===== src/rtl/trap_csr_u_if.sv =====
// Trap/CSR unit bus: exception report, mret, Zicsr access and redirect/flush results.
// The master drives the requests and the slave (trap_csr_u) returns the results.
interface trap_csr_u_if;
  logic [1:0]  exception_cause;
  logic [31:0] exception_epc;
  logic [31:0] exception_tval;
  logic        mret;
  logic [1:0]  csr_op;
  logic [11:0] csr_addr;
  logic [31:0] csr_wdata;
  logic [31:0] csr_rdata;
  logic        redirect;
  logic [31:0] redirect_pc;
  logic        flush;
  logic [31:0] mepc_out;
  logic        mstatus_mie;

  modport master (
    output exception_cause, exception_epc, exception_tval, mret,
           csr_op, csr_addr, csr_wdata,
    input  csr_rdata, redirect, redirect_pc, flush, mepc_out, mstatus_mie
  );

  modport slave (
    input  exception_cause, exception_epc, exception_tval, mret,
           csr_op, csr_addr, csr_wdata,
    output csr_rdata, redirect, redirect_pc, flush, mepc_out, mstatus_mie
  );
endinterface


===== src/rtl/trap_csr_u.sv =====
// Machine-mode trap/CSR unit: records traps, serves mret and Zicsr accesses,
// and redirects fetch while holding a flush window of FLUSH_CYCLES cycles.
module trap_csr_u #(
  parameter logic [1:0]  NOT_EXCEPTION       = 2'b00,
  parameter logic [1:0]  I_ADDR_MISALIGNMENT = 2'b01,
  parameter logic [1:0]  ILLEGAL_IR          = 2'b10,
  parameter logic [31:0] MTVEC_RESET         = 32'h0001_0100,
  parameter int unsigned FLUSH_CYCLES        = 2
) (
  input logic         clk,
  input logic         rst_n,
  trap_csr_u_if.slave bus
);
  localparam logic [11:0] A_MSTATUS  = 12'h300;
  localparam logic [11:0] A_MTVEC    = 12'h305;
  localparam logic [11:0] A_MSCRATCH = 12'h340;
  localparam logic [11:0] A_MEPC     = 12'h341;
  localparam logic [11:0] A_MCAUSE   = 12'h342;
  localparam logic [11:0] A_MTVAL    = 12'h343;
  localparam logic [1:0]  FLUSH_INIT = (FLUSH_CYCLES > 1) ? 2'(FLUSH_CYCLES - 2) : 2'd0;

  typedef enum logic [1:0] {RUN, REDIRECT, FLUSH} state_t;

  state_t      state;
  logic [1:0]  flush_cnt;
  logic [31:0] mstatus_q;
  logic [31:0] mtvec_q;
  logic [31:0] mscratch_q;
  logic [31:0] mepc_q;
  logic [31:0] mcause_q;
  logic [31:0] mtval_q;
  logic        redirect_q;
  logic        flush_q;
  logic [31:0] redirect_pc_q;
  logic [31:0] csr_old;
  logic [31:0] csr_new;
  logic        exc_take;

  // Cause 2'b11 is not a real trap and falls through like NOT_EXCEPTION.
  assign exc_take = (bus.exception_cause != NOT_EXCEPTION) &&
                    ((bus.exception_cause == I_ADDR_MISALIGNMENT) ||
                     (bus.exception_cause == ILLEGAL_IR));

  always_comb begin
    csr_old = 32'd0;
    case (bus.csr_addr)
      A_MSTATUS:  csr_old = mstatus_q | 32'h0000_1800;
      A_MTVEC:    csr_old = mtvec_q;
      A_MSCRATCH: csr_old = mscratch_q;
      A_MEPC:     csr_old = mepc_q;
      A_MCAUSE:   csr_old = mcause_q;
      A_MTVAL:    csr_old = mtval_q;
      default:    csr_old = 32'd0;
    endcase
  end

  always_comb begin
    csr_new = csr_old;
    case (bus.csr_op)
      2'b01:   csr_new = bus.csr_wdata;
      2'b10:   csr_new = csr_old | bus.csr_wdata;
      2'b11:   csr_new = csr_old & ~bus.csr_wdata;
      default: csr_new = csr_old;
    endcase
  end

  always_ff @(posedge clk or negedge rst_n) begin
    if (!rst_n) begin
      state         <= RUN;
      flush_cnt     <= 2'd0;
      mstatus_q     <= 32'd0;
      mtvec_q       <= MTVEC_RESET & 32'hFFFF_FFFC;
      mscratch_q    <= 32'd0;
      mepc_q        <= 32'd0;
      mcause_q      <= 32'd0;
      mtval_q       <= 32'd0;
      redirect_q    <= 1'b0;
      flush_q       <= 1'b0;
      redirect_pc_q <= 32'd0;
    end else begin
      case (state)
        RUN: begin
          if (exc_take) begin
            mepc_q        <= bus.exception_epc & 32'hFFFF_FFFC;
            mtval_q       <= bus.exception_tval;
            mcause_q      <= (bus.exception_cause == ILLEGAL_IR) ? 32'd2 : 32'd0;
            mstatus_q[7]  <= mstatus_q[3];
            mstatus_q[3]  <= 1'b0;
            redirect_pc_q <= mtvec_q;
            redirect_q    <= 1'b1;
            flush_q       <= 1'b1;
            state         <= REDIRECT;
          end else if (bus.mret) begin
            mstatus_q[3]  <= mstatus_q[7];
            mstatus_q[7]  <= 1'b1;
            redirect_pc_q <= mepc_q;
            redirect_q    <= 1'b1;
            flush_q       <= 1'b1;
            state         <= REDIRECT;
          end else if (bus.csr_op != 2'b00) begin
            case (bus.csr_addr)
              A_MSTATUS:  mstatus_q  <= csr_new & 32'h0000_0088;
              A_MTVEC:    mtvec_q    <= csr_new & 32'hFFFF_FFFC;
              A_MSCRATCH: mscratch_q <= csr_new;
              A_MEPC:     mepc_q     <= csr_new & 32'hFFFF_FFFC;
              A_MCAUSE:   mcause_q   <= csr_new & 32'h0000_000F;
              A_MTVAL:    mtval_q    <= csr_new;
              default:    ;
            endcase
          end
        end
        // Redirect lasts one cycle; the FLUSH state covers the remaining flush cycles.
        REDIRECT: begin
          redirect_q <= 1'b0;
          if (FLUSH_CYCLES > 1) begin
            flush_q   <= 1'b1;
            flush_cnt <= FLUSH_INIT;
            state     <= FLUSH;
          end else begin
            flush_q <= 1'b0;
            state   <= RUN;
          end
        end
        FLUSH: begin
          if (flush_cnt == 2'd0) begin
            flush_q <= 1'b0;
            state   <= RUN;
          end else begin
            flush_cnt <= flush_cnt - 2'd1;
          end
        end
        default: state <= RUN;
      endcase
    end
  end

  assign bus.csr_rdata   = csr_old;
  assign bus.redirect    = redirect_q;
  assign bus.redirect_pc = redirect_pc_q;
  assign bus.flush       = flush_q;
  assign bus.mepc_out    = mepc_q;
  assign bus.mstatus_mie = mstatus_q[3];
endmodule

===== src/flat_wrapper.sv =====
// flat-port wrapper written by rule: the top's interface ports become plain ports
module trap_csr_u_flat 
#(
  parameter logic [1:0]  NOT_EXCEPTION       = 2'b00,
  parameter logic [1:0]  I_ADDR_MISALIGNMENT = 2'b01,
  parameter logic [1:0]  ILLEGAL_IR          = 2'b10,
  parameter logic [31:0] MTVEC_RESET         = 32'h0001_0100,
  parameter int unsigned FLUSH_CYCLES        = 2
)
  (clk, rst_n, bus_exception_cause, bus_exception_epc, bus_exception_tval, bus_mret, bus_csr_op, bus_csr_addr, bus_csr_wdata, bus_csr_rdata, bus_redirect, bus_redirect_pc, bus_flush, bus_mepc_out, bus_mstatus_mie);
  trap_csr_u_if bus_i ();
  input logic clk;
  input logic rst_n;
  input wire logic [$bits(bus_i.exception_cause)-1:0] bus_exception_cause;
  input wire logic [$bits(bus_i.exception_epc)-1:0] bus_exception_epc;
  input wire logic [$bits(bus_i.exception_tval)-1:0] bus_exception_tval;
  input wire logic [$bits(bus_i.mret)-1:0] bus_mret;
  input wire logic [$bits(bus_i.csr_op)-1:0] bus_csr_op;
  input wire logic [$bits(bus_i.csr_addr)-1:0] bus_csr_addr;
  input wire logic [$bits(bus_i.csr_wdata)-1:0] bus_csr_wdata;
  output wire logic [$bits(bus_i.csr_rdata)-1:0] bus_csr_rdata;
  output wire logic [$bits(bus_i.redirect)-1:0] bus_redirect;
  output wire logic [$bits(bus_i.redirect_pc)-1:0] bus_redirect_pc;
  output wire logic [$bits(bus_i.flush)-1:0] bus_flush;
  output wire logic [$bits(bus_i.mepc_out)-1:0] bus_mepc_out;
  output wire logic [$bits(bus_i.mstatus_mie)-1:0] bus_mstatus_mie;
  assign bus_i.exception_cause = bus_exception_cause;
  assign bus_i.exception_epc = bus_exception_epc;
  assign bus_i.exception_tval = bus_exception_tval;
  assign bus_i.mret = bus_mret;
  assign bus_i.csr_op = bus_csr_op;
  assign bus_i.csr_addr = bus_csr_addr;
  assign bus_i.csr_wdata = bus_csr_wdata;
  assign bus_csr_rdata = bus_i.csr_rdata;
  assign bus_redirect = bus_i.redirect;
  assign bus_redirect_pc = bus_i.redirect_pc;
  assign bus_flush = bus_i.flush;
  assign bus_mepc_out = bus_i.mepc_out;
  assign bus_mstatus_mie = bus_i.mstatus_mie;
  trap_csr_u #(.NOT_EXCEPTION(NOT_EXCEPTION), .I_ADDR_MISALIGNMENT(I_ADDR_MISALIGNMENT), .ILLEGAL_IR(ILLEGAL_IR), .MTVEC_RESET(MTVEC_RESET), .FLUSH_CYCLES(FLUSH_CYCLES)) u_core (.clk(clk), .rst_n(rst_n), .bus(bus_i));
endmodule

===== config.mk =====
export PLATFORM = sky130hd
export DESIGN_NAME = trap_csr_u_flat
export DESIGN_NICKNAME = d
export VERILOG_FILES = /design/src/rtl/trap_csr_u_if.sv /design/src/rtl/trap_csr_u.sv /design/src/flat_wrapper.sv
export SDC_FILE = /design/constraint.sdc
export NUM_CORES = 1
export LEC_CHECK = 0
export BUFFER_PORTS_ARGS = -buffer_cell sky130_fd_sc_hd__buf_2
export CAP_MARGIN = 10
export CORE_MARGIN = 2
export CORE_UTILIZATION = 55
export DETAILED_ROUTE_END_ITERATION = 6
export PLACE_DENSITY = 0.81
export SYNTH_ARGS = -nofsm -noshare
export SYNTH_HDL_FRONTEND = slang
export SYNTH_SLANG_ARGS = --single-unit
export TNS_END_PERCENT = 1

===== constraint.sdc =====
create_clock -name clk -period 2.4 [get_ports clk]
set_input_delay 0.12 -clock clk [delete_from_list [all_inputs] [get_ports clk]]
set_output_delay 0.12 -clock clk [all_outputs]
set_load 0.02 [all_outputs]

==> summary.md, run 1 <==
| Metric | Value |
|---|---|
| TNS Setup | `0 ns` |
| Internal power | `6.728 mW` |
| Skew-Pair Late Insertion Delay | `0.44 ns` |
| Post-synth EDFFs | `0` |
| Die area | `17,980 um2` |
| Post-Syn Area per Cell | `8.952 um2` |
| Clock root buffer | `clkbuf_16` |
| CTS buffer count | `17` |
| Synth Instances | `1,040` |
| Routed wire length | `28,770 um` |
| CP Class | `reg2reg` |
| Area grow syn2layout | `26.74%` |
| Crit share post-route | `88.14%` |
| Post-synthesis compound-gate area fraction | `22.99%` |
| Total Routing Usage GR | `32.38%` |
| Adder-cell share of the synthesized area | `0.2688%` |
| ANT cells | `0` |
| Flop pwr share | `39.0%` |
| Top area cells in the synthesized netlist | `dfrtp_1 44%, nand2_1 6.6%, a31oi_1 3.8%, mux2i_1 3.8%, nor2_1 3.7%` |
| Post-detailed-route count of antenna-violating nets | `0` |
| Initial antenna violation count | `1` |
| Final Hold Vio Count | `0` |
| IO Count | `214` |
| Vias in the first global route | `9,027` |
| Pins Over Slew Limit | `0` |
| Hpwl dp | `18,430 um` |
| Power share of the clock group | `23.9%` |
| Cell family with most CP delay | `simple AND/OR/NAND/NOR gates` |
| Max_cap viols | `0` |
| First-pass iteration count of the detailed router | `5` |
| Minimum clock period | `2.115 ns` |
| Vias per inst | `5.972` |
| Maximum operating frequency | `472.7 MHz` |
| Simple-gate portion of the synthesized area | `16.26%` |
| Combinational share of power | `37.1%` |
| CTS max path bufs | `2` |
| NetSw | `4.339 mW` |
| Fraction of layout cells with a size suffix above 1 | `25.79%` |
| Multiplexer area fraction after synthesis | `7.029%` |
| First-pass GRT wire length | `45,410 um` |
| Hold Buf Count CTS | `59` |
| Slowest stage delay, CP | `0.44 ns` |
| Port bufs | `207` |
| Register area share after synthesis | `44.64%` |
| Synth top area share | `44.08%` |
| # rows | `47` |
| Final WS setup | `0.2846 ns` |
| Post-synth top cells | `164 x dfrtp_1, 164 x nand2_1, 92 x nor2_1` |
| Die height | `134.1 um` |
| Data arrival time of the critical path | `2.45 ns` |
| Synth warn | `0` |
| # fillers | `1,263` |
| Core area | `16,580 um2` |
| GP Congestion | `0.8872` |
| CP required | `2.74 ns` |
| Worst-path clk slew | `0.06 ns` |
| Outcome | `finished clean` |
| Net Sw Frac | `39.21%` |
| CP Max Fanout | `22` |
| Routed vias | `9,024` |
| Placement Setup Slack | `0.2960 ns` |
| Wirelength per Cell | `19.04 um` |
| RSZ-0062 raised after global routing | `no` |
| CTS HTree Levels | `4` |
| Ys flop type | `dfrtp_1` |
| Mapped cell area | `9310 um2` |
| Kind of end point of the critical path | `register` |
| Largest net degree at the start of global routing | `65` |
| Synth Register Bits | `166` |
| Post-route DRC | `0` |
| WP buf/inv | `2` |
| Hold Slack | `0.01910 ns` |
| Multi-input logic area | `4664 um2` |
| Hold Path Class | `in2reg` |
| Rel. slew slack | `59.75%` |
| Slowest-stage cell, CP | `dfrtp_1` |
| Post-synth ARST share | `100.0%` |
| Die X | `134.1 um` |
| Cell taking the most area after synthesis | `dfrtp_1` |
| TritonCTS clock tree | `done` |
| Final nets | `1,395` |
| Clock Skew | `0.01030 ns` |
| Post-Synth XOR/XNOR Area | `2.916%` |
| Pwr dens | `937.9 nW/um2` |
| CP Launch Type | `register` |
| Worst-Margin Slew | `0.6016 ns` |
| Crit-path cells | `or2_2, a21oi_2, buf_4, and2_2, buf_4, nor2_1, a31oi_1` |
| Max VDD drop | `0.0007264 V` |
| Initial Util | `56.14%` |
| Main combinational cell family by area after synthesis | `compound AO/OA/AOI/OAI gates` |
| TritonCTS Sinks | `166` |
| Post CTS Setup Buffer Count | `0` |
| Netlist cell types | `64` |
| GRT overflow | `0` |
| Most common cell on crit path | `buf_4` |
| 1st-iter DRT viols | `735` |
| Resize count post-CTS | `0` |
| Final setup violation count | `0` |
| Pleak | `5.142 nW` |
| FF/Latch Area | `4156 um2` |
[tightest hold or removal path, stage by stage]
cell     delay (ns)
buf_2          0.09
o21ai_0        0.08
o22ai_1        0.11
[metal layers]
layer | part of all wire [%] | routed length, um | track usage (%)
met1 | 40 | 11610 | 41.67
met2 | 48 | 13730 | 53.05
met3 | 9.0 | 2599 | 6.727
met4 | 2.8 | 813 | 14.62
met5 | 0.038 | 11 | 0
[worst paths after layout]
| path | cells after the start | to | slack (ns) | startpoint |
|---|---|---|---|---|
| min in group asynchronous | 2 | u_core.bus.mepc_out[4] | 0.21 | rst_n |
| setup / recovery | 7 | u_core.mtval_q[22] | 0.28 | u_core.state[0] |
| hold reg to reg | 2 | u_core.mcause_q[0] | 0.48 | u_core.mcause_q[0] |
| max in group asynchronous | 3 | u_core.mtvec_q[30] | 1.50 | rst_n |
| setup reg to reg | 7 | u_core.mtval_q[22] | 0.28 | u_core.state[0] |
| hold / removal | 3 | u_core.bus.mepc_out[12] | 0.02 | bus_exception_epc[12] |
[area by class of cell]
cell class / count / share of cell area (%)
clock inverter: 14 / 1.082
inverter: 37 / 1.177
clock buffer: 18 / 3.637
tap: 220 / 2.333
sequential: 166 / 35.22
multi-input combinational: 755 / 39.53
timing repair buffer: 301 / 17.02
[through the flow]
step                      total power, mW  utilization [%]  instance area, um2  std cells
after detailed placement            8.309            64.24               10650       1420
after floorplan                     6.862                -                9321       1043
after CTS                           11.01            71.16               11800       1511
final                               11.07            71.16               11800       1511
after global routing                11.64            71.16               11800       1511
after global placement              8.163            64.24               10650       1420
[power by group through the flow]
| stage | Combinational [mW] | Sequential (mW) | Clock [mW] |
|---|---|---|---|
| 6_report | 4.10 | 4.32 | 2.65 |
| 5_1_grt | 4.45 | 4.42 | 2.77 |
| 4_1_cts | 4.07 | 4.29 | 2.64 |
| 3_5_place_dp | 3.97 | 4.34 | 0 |
| 3_3_place_gp | 3.86 | 4.30 | 0 |
| 2_1_floorplan | 1.99 | 4.87 | 0 |
[sequential cells by signal (all words and copies together), names as in the netlist]
signal,count
u_core.bus.flush,1
u_core.mcause_q,4
u_core.bus.mepc_out,30
u_core.mstatus_q,2
u_core.mtvec_q,30
u_core.flush_cnt,2
u_core.mtval_q,32
u_core.bus.redirect_pc,30
u_core.state,2
u_core.mscratch_q,32
u_core.bus.redirect,1
[kinds of logic after synthesis]
| kind of cell | count (synthesis) |
|---|---|
| and+or+nand+nor | 335 |
| AOI/OAI and AO/OA | 321 |
| DFF | 166 |
| buffers and inverters | 122 |
| muxes | 62 |
| xor gates and xnor gates | 31 |
| adders and majority gates | 2 |
| other | 1 |
[cells in the final DEF (no fill, tap or decap), types with 5 or more instances in the layout]
cell / count
nand2b_1: 8
nor2_1: 92
a21oi_1: 45
buf_2: 206
buf_4: 26
nand3_1: 7
nand4_1: 5
o22ai_1: 13
inv_1: 36
dfrtp_1: 164
clkbuf_16: 17
o22ai_2: 5
buf_12: 9
xnor2_1: 27
and3b_1: 5
mux2_2: 27
dlygate4sd3_1: 59
mux2i_1: 35
a22oi_1: 27
nand2_1: 163
o22ai_4: 10
o211ai_1: 27
o31ai_1: 6
and2_1: 27
a31oi_1: 57
o21ai_0: 57
o21ai_1: 46
Power figures use the tool's default switching activity.
==> inputs of run 2 (changes only) <==
--- a/config.mk
+++ b/config.mk
@@ -5,12 +5,12 @@
 export SDC_FILE = /design/constraint.sdc
 export NUM_CORES = 1
 export LEC_CHECK = 0
-export BUFFER_PORTS_ARGS = -buffer_cell sky130_fd_sc_hd__buf_2
 export CAP_MARGIN = 10
 export CORE_MARGIN = 2
 export CORE_UTILIZATION = 55
 export DETAILED_ROUTE_END_ITERATION = 6
-export PLACE_DENSITY = 0.81
+export DONT_BUFFER_PORTS = 1
+export PLACE_DENSITY = 0.7
 export SYNTH_ARGS = -nofsm -noshare
 export SYNTH_HDL_FRONTEND = slang
 export SYNTH_SLANG_ARGS = --single-unit
==> run 2 against run 1 <==
Compared with the run above:
- the flow now finishes with violations (negative hold slack)
- critical path depth shrank 1
- sequential power rose by 17%
- power down 5.9%
- first-iteration DRC count is 6.8% lower
- setup slack got worse by 0.16 ns
- clock skew about the same
- highest routed layer is now met4
- combinational power is 36% lower
- global-route usage shrank 2.3 points
==> summary.md, run 2 (synthesis results as in run 1) <==
| Metric | Value |
|---|---|
| ANT cells | `0 (unchanged)` |
| TNS Setup | `0 ns (unchanged)` |
| Hpwl dp | `16,670 um (was 18,430 um)` |
| Initial Util | `56.14% (unchanged)` |
| Violated checks | `negative hold slack` |
| Pins Over Slew Limit | `0 (unchanged)` |
| End point of the critical path | `u_core.mtval_q[0] (was u_core.mtval_q[22])` |
| GRT overflow | `0 (unchanged)` |
| Maximum operating frequency | `439.9 MHz (was 472.7 MHz)` |
| Flop pwr share | `48.7% (was 39.0%)` |
| Vias per inst | `6.069 (was 5.972)` |
| Internal power | `6.400 mW (was 6.728 mW)` |
| Power share of the clock group | `26.2% (was 23.9%)` |
| Combinational share of power | `25.1% (was 37.1%)` |
| CTS buffer count | `17 (unchanged)` |
| Die area | `17,980 um2 (unchanged)` |
| NetSw | `4.010 mW (was 4.339 mW)` |
| Clock root buffer | `clkbuf_16 (unchanged)` |
| Biggest regs | `u_core.mscratch_q (32), u_core.mtval_q (32) (unchanged)` |
| Routed wire length | `26,750 um (was 28,770 um)` |
| Pleak | `4.415 nW (was 5.142 nW)` |
| Post-route DRC | `0 (unchanged)` |
| Worst-path clk slew | `0.06 ns (about the same)` |
| Post CTS Setup Buffer Count | `0 (unchanged)` |
| Most common cell after layout, fill and taps aside | `dfrtp_1 (was buf_2)` |
| Routed vias | `8,090 (was 9,024)` |
| Most frequent cells in the layout | `164 x dfrtp_1, 163 x nand2_1, 92 x nor2_1 (was 206 x buf_2, 164 x dfrtp_1, 163 x nand2_1)` |
| Final Power | `10.41 mW (was 11.07 mW)` |
| Final setup violation count | `0 (unchanged)` |
| R2R Path Start | `u_core.state[0] (unchanged)` |
| Die height | `134.1 um (unchanged)` |
| Data arrival time of the critical path | `2.64 ns (was 2.45 ns)` |
| Vias in the first global route | `7,929 (was 9,027)` |
| Layout Cells excl Fill | `1,333 (was 1,511)` |
| CTS max path bufs | `2 (unchanged)` |
| Max VDD drop | `0.0005478 V (was 0.0007264 V)` |
| Worst reg-to-reg setup slack | `0.13 ns (was 0.28 ns)` |
| Final Hold Vio Count | `166 (was 0)` |
| Hold Path Class | `in2async (was in2reg)` |
| Pwr dens | `949.0 nW/um2 (was 937.9 nW/um2)` |
| Die X | `134.1 um (unchanged)` |
| IO Count | `214 (unchanged)` |
| Fraction of layout cells with a size suffix above 1 | `13.30% (was 25.79%)` |
| 1st-iter DRT viols | `685 (was 735)` |
| Hold Buf Count CTS | `67 (was 59)` |
| Final nets | `1,217 (was 1,395)` |
| GP Congestion | `0.8756 (was 0.8872)` |
| Initial antenna violation count | `0 (was 1)` |
| Total Routing Usage GR | `30.03% (was 32.38%)` |
| Worst r2r path cells | `6 (was 7)` |
| CP Launch Type | `register (unchanged)` |
| Skew-Pair Late Insertion Delay | `0.44 ns (about the same)` |
| Rel. slew slack | `56.51% (was 59.75%)` |
| TritonCTS clock tree | `done (unchanged)` |
| Finished Core Util | `66.15% (was 71.16%)` |
| CP required | `2.77 ns (was 2.74 ns)` |
| Minimum clock period | `2.273 ns (was 2.115 ns)` |
| Max_cap viols | `0 (unchanged)` |
| Wirelength per Cell | `20.06 um (was 19.04 um)` |
| # rows | `47 (unchanged)` |
| RR Endpoint | `u_core.mtval_q[0] (was u_core.mtval_q[22])` |
| Area after DPL | `9706 um2 (was 10,650 um2)` |
| Post-layout instance area | `10,970 um2 (was 11,800 um2)` |
| Worst-Margin Slew | `0.6524 ns (was 0.6016 ns)` |
| Core area | `16,580 um2 (unchanged)` |
| Clock Skew | `0.009903 ns (was 0.01030 ns)` |
| Dpl cells | `1,234 (was 1,420)` |
| First-pass GRT wire length | `42,250 um (was 45,410 um)` |
| RSZ-0062 raised after global routing | `no (unchanged)` |
| Net Sw Frac | `38.52% (was 39.21%)` |
| Hold Slack | `-0.6164 ns (was 0.01910 ns)` |
| Largest net degree at the start of global routing | `167 (was 65)` |
| CP Max Fanout | `11 (was 22)` |
| Crit share post-route | `94.72% (was 88.14%)` |
| Post-detailed-route count of antenna-violating nets | `0 (unchanged)` |
| Critical Path Source | `u_core.state[0] (unchanged)` |
| Area grow syn2layout | `17.82% (was 26.74%)` |
| CTS HTree Levels | `4 (unchanged)` |
| Port bufs | `0 (was 207)` |
| CP Class | `reg2reg (unchanged)` |
| Kind of end point of the critical path | `register (unchanged)` |
| TritonCTS Sinks | `166 (unchanged)` |
| Outcome | `complete, but fails checks (was finished clean)` |
| First-pass iteration count of the detailed router | `5 (unchanged)` |
-- run 2: changes by cell type in the layout (fill, tap and decap cells not counted), moves of 2 or more --
cell | before | now
buf_12 | 9 | 5
buf_4 | 26 | 52
dlygate4sd3_1 | 59 | 66
clkinv_2 | 4 | 2
buf_2 | 206 | 0
-- run 2: layout make-up --
| cell class | count | area (um2) |
|---|---|---|
| multi-input cells | 755 | 4666 |
| repair buffers | 123 | 1151 |
| fillers | 1380 | 5614 |
| inverters | 37 | 138.9 |
| clock buffers | 18 | 429.2 |
| flip-flops and latches | 166 | 4156 |
| clock inverters | 14 | 152.6 |
| well taps | 220 | 275.3 |
-- run 2: worst min path at each step --
| stage | depth (start not counted) | slack (ns) | to | from |
|---|---|---|---|---|
| 3_3_place_gp | 0 | -0.17 | u_core.bus.redirect_pc[4] | rst_n |
| 2_1_floorplan | 0 | -0.18 | u_core.bus.flush | rst_n |
| 3_5_place_dp | 0 | -0.17 | u_core.bus.redirect_pc[4] | rst_n |
| 5_1_grt | 0 | -0.63 | u_core.bus.redirect_pc[4] | rst_n |
| 6_report | 0 | -0.62 | u_core.bus.redirect_pc[4] | rst_n |
| 4_1_cts | 0 | -0.62 | u_core.bus.redirect_pc[3] | rst_n |
-- run 2: what timing repair did --
item / CTS / global route
endpoints found under the setup margin: 0 / 1
resized for setup: 0 / 1
hold endpoints to repair: 285 / 166
-- run 2: metal layers --
metal  GRT usage, %  up-vias  wire (um)
met3          6.878       38       2284
met1          39.93     3894      11320
met5              0        -          0
li1               -     3793          -
met4          9.766        0        454
met2          49.09      365      12690
-- run 2: metrics by stage --
step                worst slack [ns]  hold WS [ns]
finish                        0.1267       -0.6164
global route                 0.03100       -0.6255
CTS                          0.07861       -0.6236
detailed placement            0.3183       -0.1708
global placement              0.3667       -0.1700
floorplan                     0.6037       -0.1756
-- run 2: power by group through the flow --
stage	clock network [mW]	registers [mW]	logic [mW]
6_report	2.73	5.07	2.61
5_1_grt	2.84	5.18	2.93
4_1_cts	2.74	5.08	2.58
3_5_place_dp	0	5.12	2.44
3_3_place_gp	0	5.09	2.35
2_1_floorplan	0	4.87	1.99
-- run 2: critical path: stages, from the launching register on --
cell	delay [ns]
dfrtp_1	0.46
or2_2	0.37
a21oi_2	0.29
and2_4	0.32
nor2_1	0.06
a31oi_1	0.14
dlygate4sd3_1	0.57
==> inputs of run 3 (changes only) <==
==> constraint.sdc (replaced) <==
create_clock -name clk -period 2.4 [get_ports clk]
set_input_delay 0.24 -clock clk [delete_from_list [all_inputs] [get_ports clk]]
set_output_delay 0.24 -clock clk [all_outputs]
set_load 0.02 [all_outputs]
==> run 3 against run 2 <==
Compared with the run above:
- critical endpoint is now u_core.mtval_q[21]
- critical path depth unchanged
- highest routed layer unchanged
- sequential cell count unchanged
- non-clock buffer count shrank 11
- the flow still finishes with violations (negative hold slack)
- worst hold slack improved by 0.12 ns
- sequential power hardly changed
==> summary.md, run 3 (synthesis results as in run 1) <==
| Metric | Value |
|---|---|
| Port bufs | `0 (unchanged)` |
| Final setup violation count | `0 (unchanged)` |
| Worst reg-to-reg setup slack | `0.24 ns (was 0.13 ns)` |
| Initial antenna violation count | `0 (unchanged)` |
| Die height | `134.1 um (unchanged)` |
| Layout Cells excl Fill | `1,321 (was 1,333)` |
| Outcome | `complete, but fails checks (unchanged)` |
| GRT overflow | `0 (unchanged)` |
| TNS Setup | `0 ns (unchanged)` |
| WP buf/inv | `1 (unchanged)` |
| Area after DPL | `9693 um2 (was 9706 um2)` |
| IO Count | `214 (unchanged)` |
| Die X | `134.1 um (unchanged)` |
| CP Class | `reg2reg (unchanged)` |
| Slowest-stage cell, CP | `and2_2 (was dlygate4sd3_1)` |
| GP Congestion | `0.8599 (was 0.8756)` |
| R2R Path Start | `u_core.state[0] (unchanged)` |
| Post-route DRC | `0 (unchanged)` |
| Hold Slack | `-0.4930 ns (was -0.6164 ns)` |
| Violated checks | `negative hold slack (unchanged)` |
| Routed vias | `7,985 (was 8,090)` |
| Final Hold Vio Count | `166 (unchanged)` |
| Resize count post-CTS | `0 (unchanged)` |
| Hold Buf Count CTS | `56 (was 67)` |
| 1st-iter DRT viols | `694 (was 685)` |
| Max VDD drop | `0.0005500 V (was 0.0005478 V)` |
| Largest net degree at the start of global routing | `167 (unchanged)` |
| Clock root buffer | `clkbuf_16 (unchanged)` |
| Vias in the first global route | `8,071 (was 7,929)` |
| Worst-path clk slew | `0.06 ns (about the same)` |
| Worst-Margin Slew | `0.6439 ns (was 0.6524 ns)` |
| Crit. path cell count | `6 (unchanged)` |
| Finished Core Util | `65.72% (was 66.15%)` |
| Crit-path cells | `or2_2, a21oi_2, and2_2, buf_12, nor2_1, a31oi_1 (was or2_2, a21oi_2, and2_4, nor2_1, a31oi_1, dlygate4sd3_1)` |
| Cell family with most CP delay | `simple AND/OR/NAND/NOR gates (unchanged)` |
| Hpwl dp | `16,860 um (was 16,670 um)` |
| Clock Skew | `0.007031 ns (was 0.009903 ns)` |
| Maximum operating frequency | `464.0 MHz (was 439.9 MHz)` |
| Fraction of layout cells with a size suffix above 1 | `13.35% (was 13.30%)` |
| CTS buffer count | `17 (unchanged)` |
| RR Endpoint | `u_core.mtval_q[21] (was u_core.mtval_q[0])` |
| Routed wire length | `26,740 um (was 26,750 um)` |
| Area grow syn2layout | `17.05% (was 17.82%)` |
| Data arrival time of the critical path | `2.50 ns (was 2.64 ns)` |
| RSZ-0062 raised after global routing | `no (unchanged)` |
| Vias per inst | `6.045 (was 6.069)` |
| Pwr dens | `976.8 nW/um2 (was 949.0 nW/um2)` |
| Kind of end point of the critical path | `register (unchanged)` |
| ANT cells | `0 (unchanged)` |
| Minimum clock period | `2.155 ns (was 2.273 ns)` |
| Dpl cells | `1,234 (unchanged)` |
| Post CTS Setup Buffer Count | `0 (unchanged)` |
| Post-layout instance area | `10,900 um2 (was 10,970 um2)` |
| CP Launch Type | `register (unchanged)` |
| Slowest stage delay, CP | `0.46 ns (was 0.57 ns)` |
| Most frequent cells in the layout | `164 x dfrtp_1, 163 x nand2_1, 92 x nor2_1 (unchanged)` |
| Pins Over Slew Limit | `0 (unchanged)` |
| Total Routing Usage GR | `30.56% (was 30.03%)` |
| Biggest regs | `u_core.mscratch_q (32), u_core.mtval_q (32) (unchanged)` |
| TritonCTS Sinks | `166 (unchanged)` |
| Max_cap viols | `0 (unchanged)` |
| Wirelength per Cell | `20.24 um (was 20.06 um)` |
| Rel. slew slack | `56.79% (was 56.51%)` |
| Most common cell after layout, fill and taps aside | `dfrtp_1 (unchanged)` |
| CTS max path bufs | `2 (unchanged)` |
| CTS HTree Levels | `4 (unchanged)` |
| Skew-Pair Late Insertion Delay | `0.43 ns (was 0.44 ns)` |
| Crit share post-route | `89.80% (was 94.72%)` |
| CP required | `2.74 ns (was 2.77 ns)` |
| First-pass GRT wire length | `43,100 um (was 42,250 um)` |
| Hold Path Class | `in2async (unchanged)` |
| Core area | `16,580 um2 (unchanged)` |
| Initial Util | `56.14% (unchanged)` |
| TritonCTS clock tree | `done (unchanged)` |
| Pleak | `4.390 nW (was 4.415 nW)` |
| CP Max Fanout | `34 (was 11)` |
| First-pass iteration count of the detailed router | `5 (unchanged)` |
| Die area | `17,980 um2 (unchanged)` |
| Post-detailed-route count of antenna-violating nets | `0 (unchanged)` |
| Final nets | `1,206 (was 1,217)` |
| # rows | `47 (unchanged)` |
| Worst r2r path cells | `6 (unchanged)` |
[run 3: cell types whose count changed in the layout (fill, tap and decap cells not counted), sizes merged]
cell / delta
bufinv: +3
dlygate4sd3: -10
clkinvlp: -1
inv: -3
buf: -1
[run 3: per-stage QoR]
| stage | power (mW) | worst slack (ns) | hold slack [ns] |
|---|---|---|---|
| 5_1_grt | 11.20 | 0.1318 | -0.5107 |
| 3_3_place_gp | 7.436 | 0.3623 | -0.05032 |
| 3_5_place_dp | 7.553 | 0.3021 | -0.05204 |
| 4_1_cts | 10.64 | 0.2823 | -0.5044 |
| 2_1_floorplan | 6.862 | 0.4837 | -0.05559 |
| 6_report | 10.65 | 0.2447 | -0.4930 |
[run 3: worst max path at each step]
stage / from / end
after global placement: u_core.state[0] / u_core.mtval_q[9]
after global routing: u_core.state[0] / u_core.mtval_q[16]
after CTS: u_core.state[0] / u_core.mtval_q[21]
final: u_core.state[0] / u_core.mtval_q[21]
after detailed placement: u_core.state[0] / u_core.mtval_q[21]
after floorplan: bus_csr_addr[1] / u_core.bus.mepc_out[20]
[run 3: power breakdown]
group	leakage, nW	total, mW	switching (mW)	internal, mW
registers	2.07	5.07	1.40	3.66
logic	2.01	2.56	1.40	1.16
clock network	0.308	3.01	1.15	1.87
total	4.39	10.6	3.96	6.69
[run 3: routing by layer]
metal | routed length [um] | up-vias | part of all wire (%) | global-route usage, %
met5 | 0 | - | 0 | 0
met4 | 623 | 0 | 2.3 | 11.52
met3 | 2211 | 59 | 8.3 | 6.916
met2 | 13090 | 313 | 49 | 51.71
met1 | 10820 | 3855 | 40 | 38.47
li1 | - | 3758 | - | -
[run 3: layout make-up]
| class | instances | area (um2) |
|---|---|---|
| fill | 1372 | 5685 |
| multi-input combinational | 755 | 4664 |
| sequential | 166 | 4156 |
| timing repair buffer | 112 | 1018 |
| clock buffer | 18 | 439.2 |
| tap | 220 | 275.3 |
| clock inverter | 13 | 205.2 |
| inverter | 37 | 138.9 |
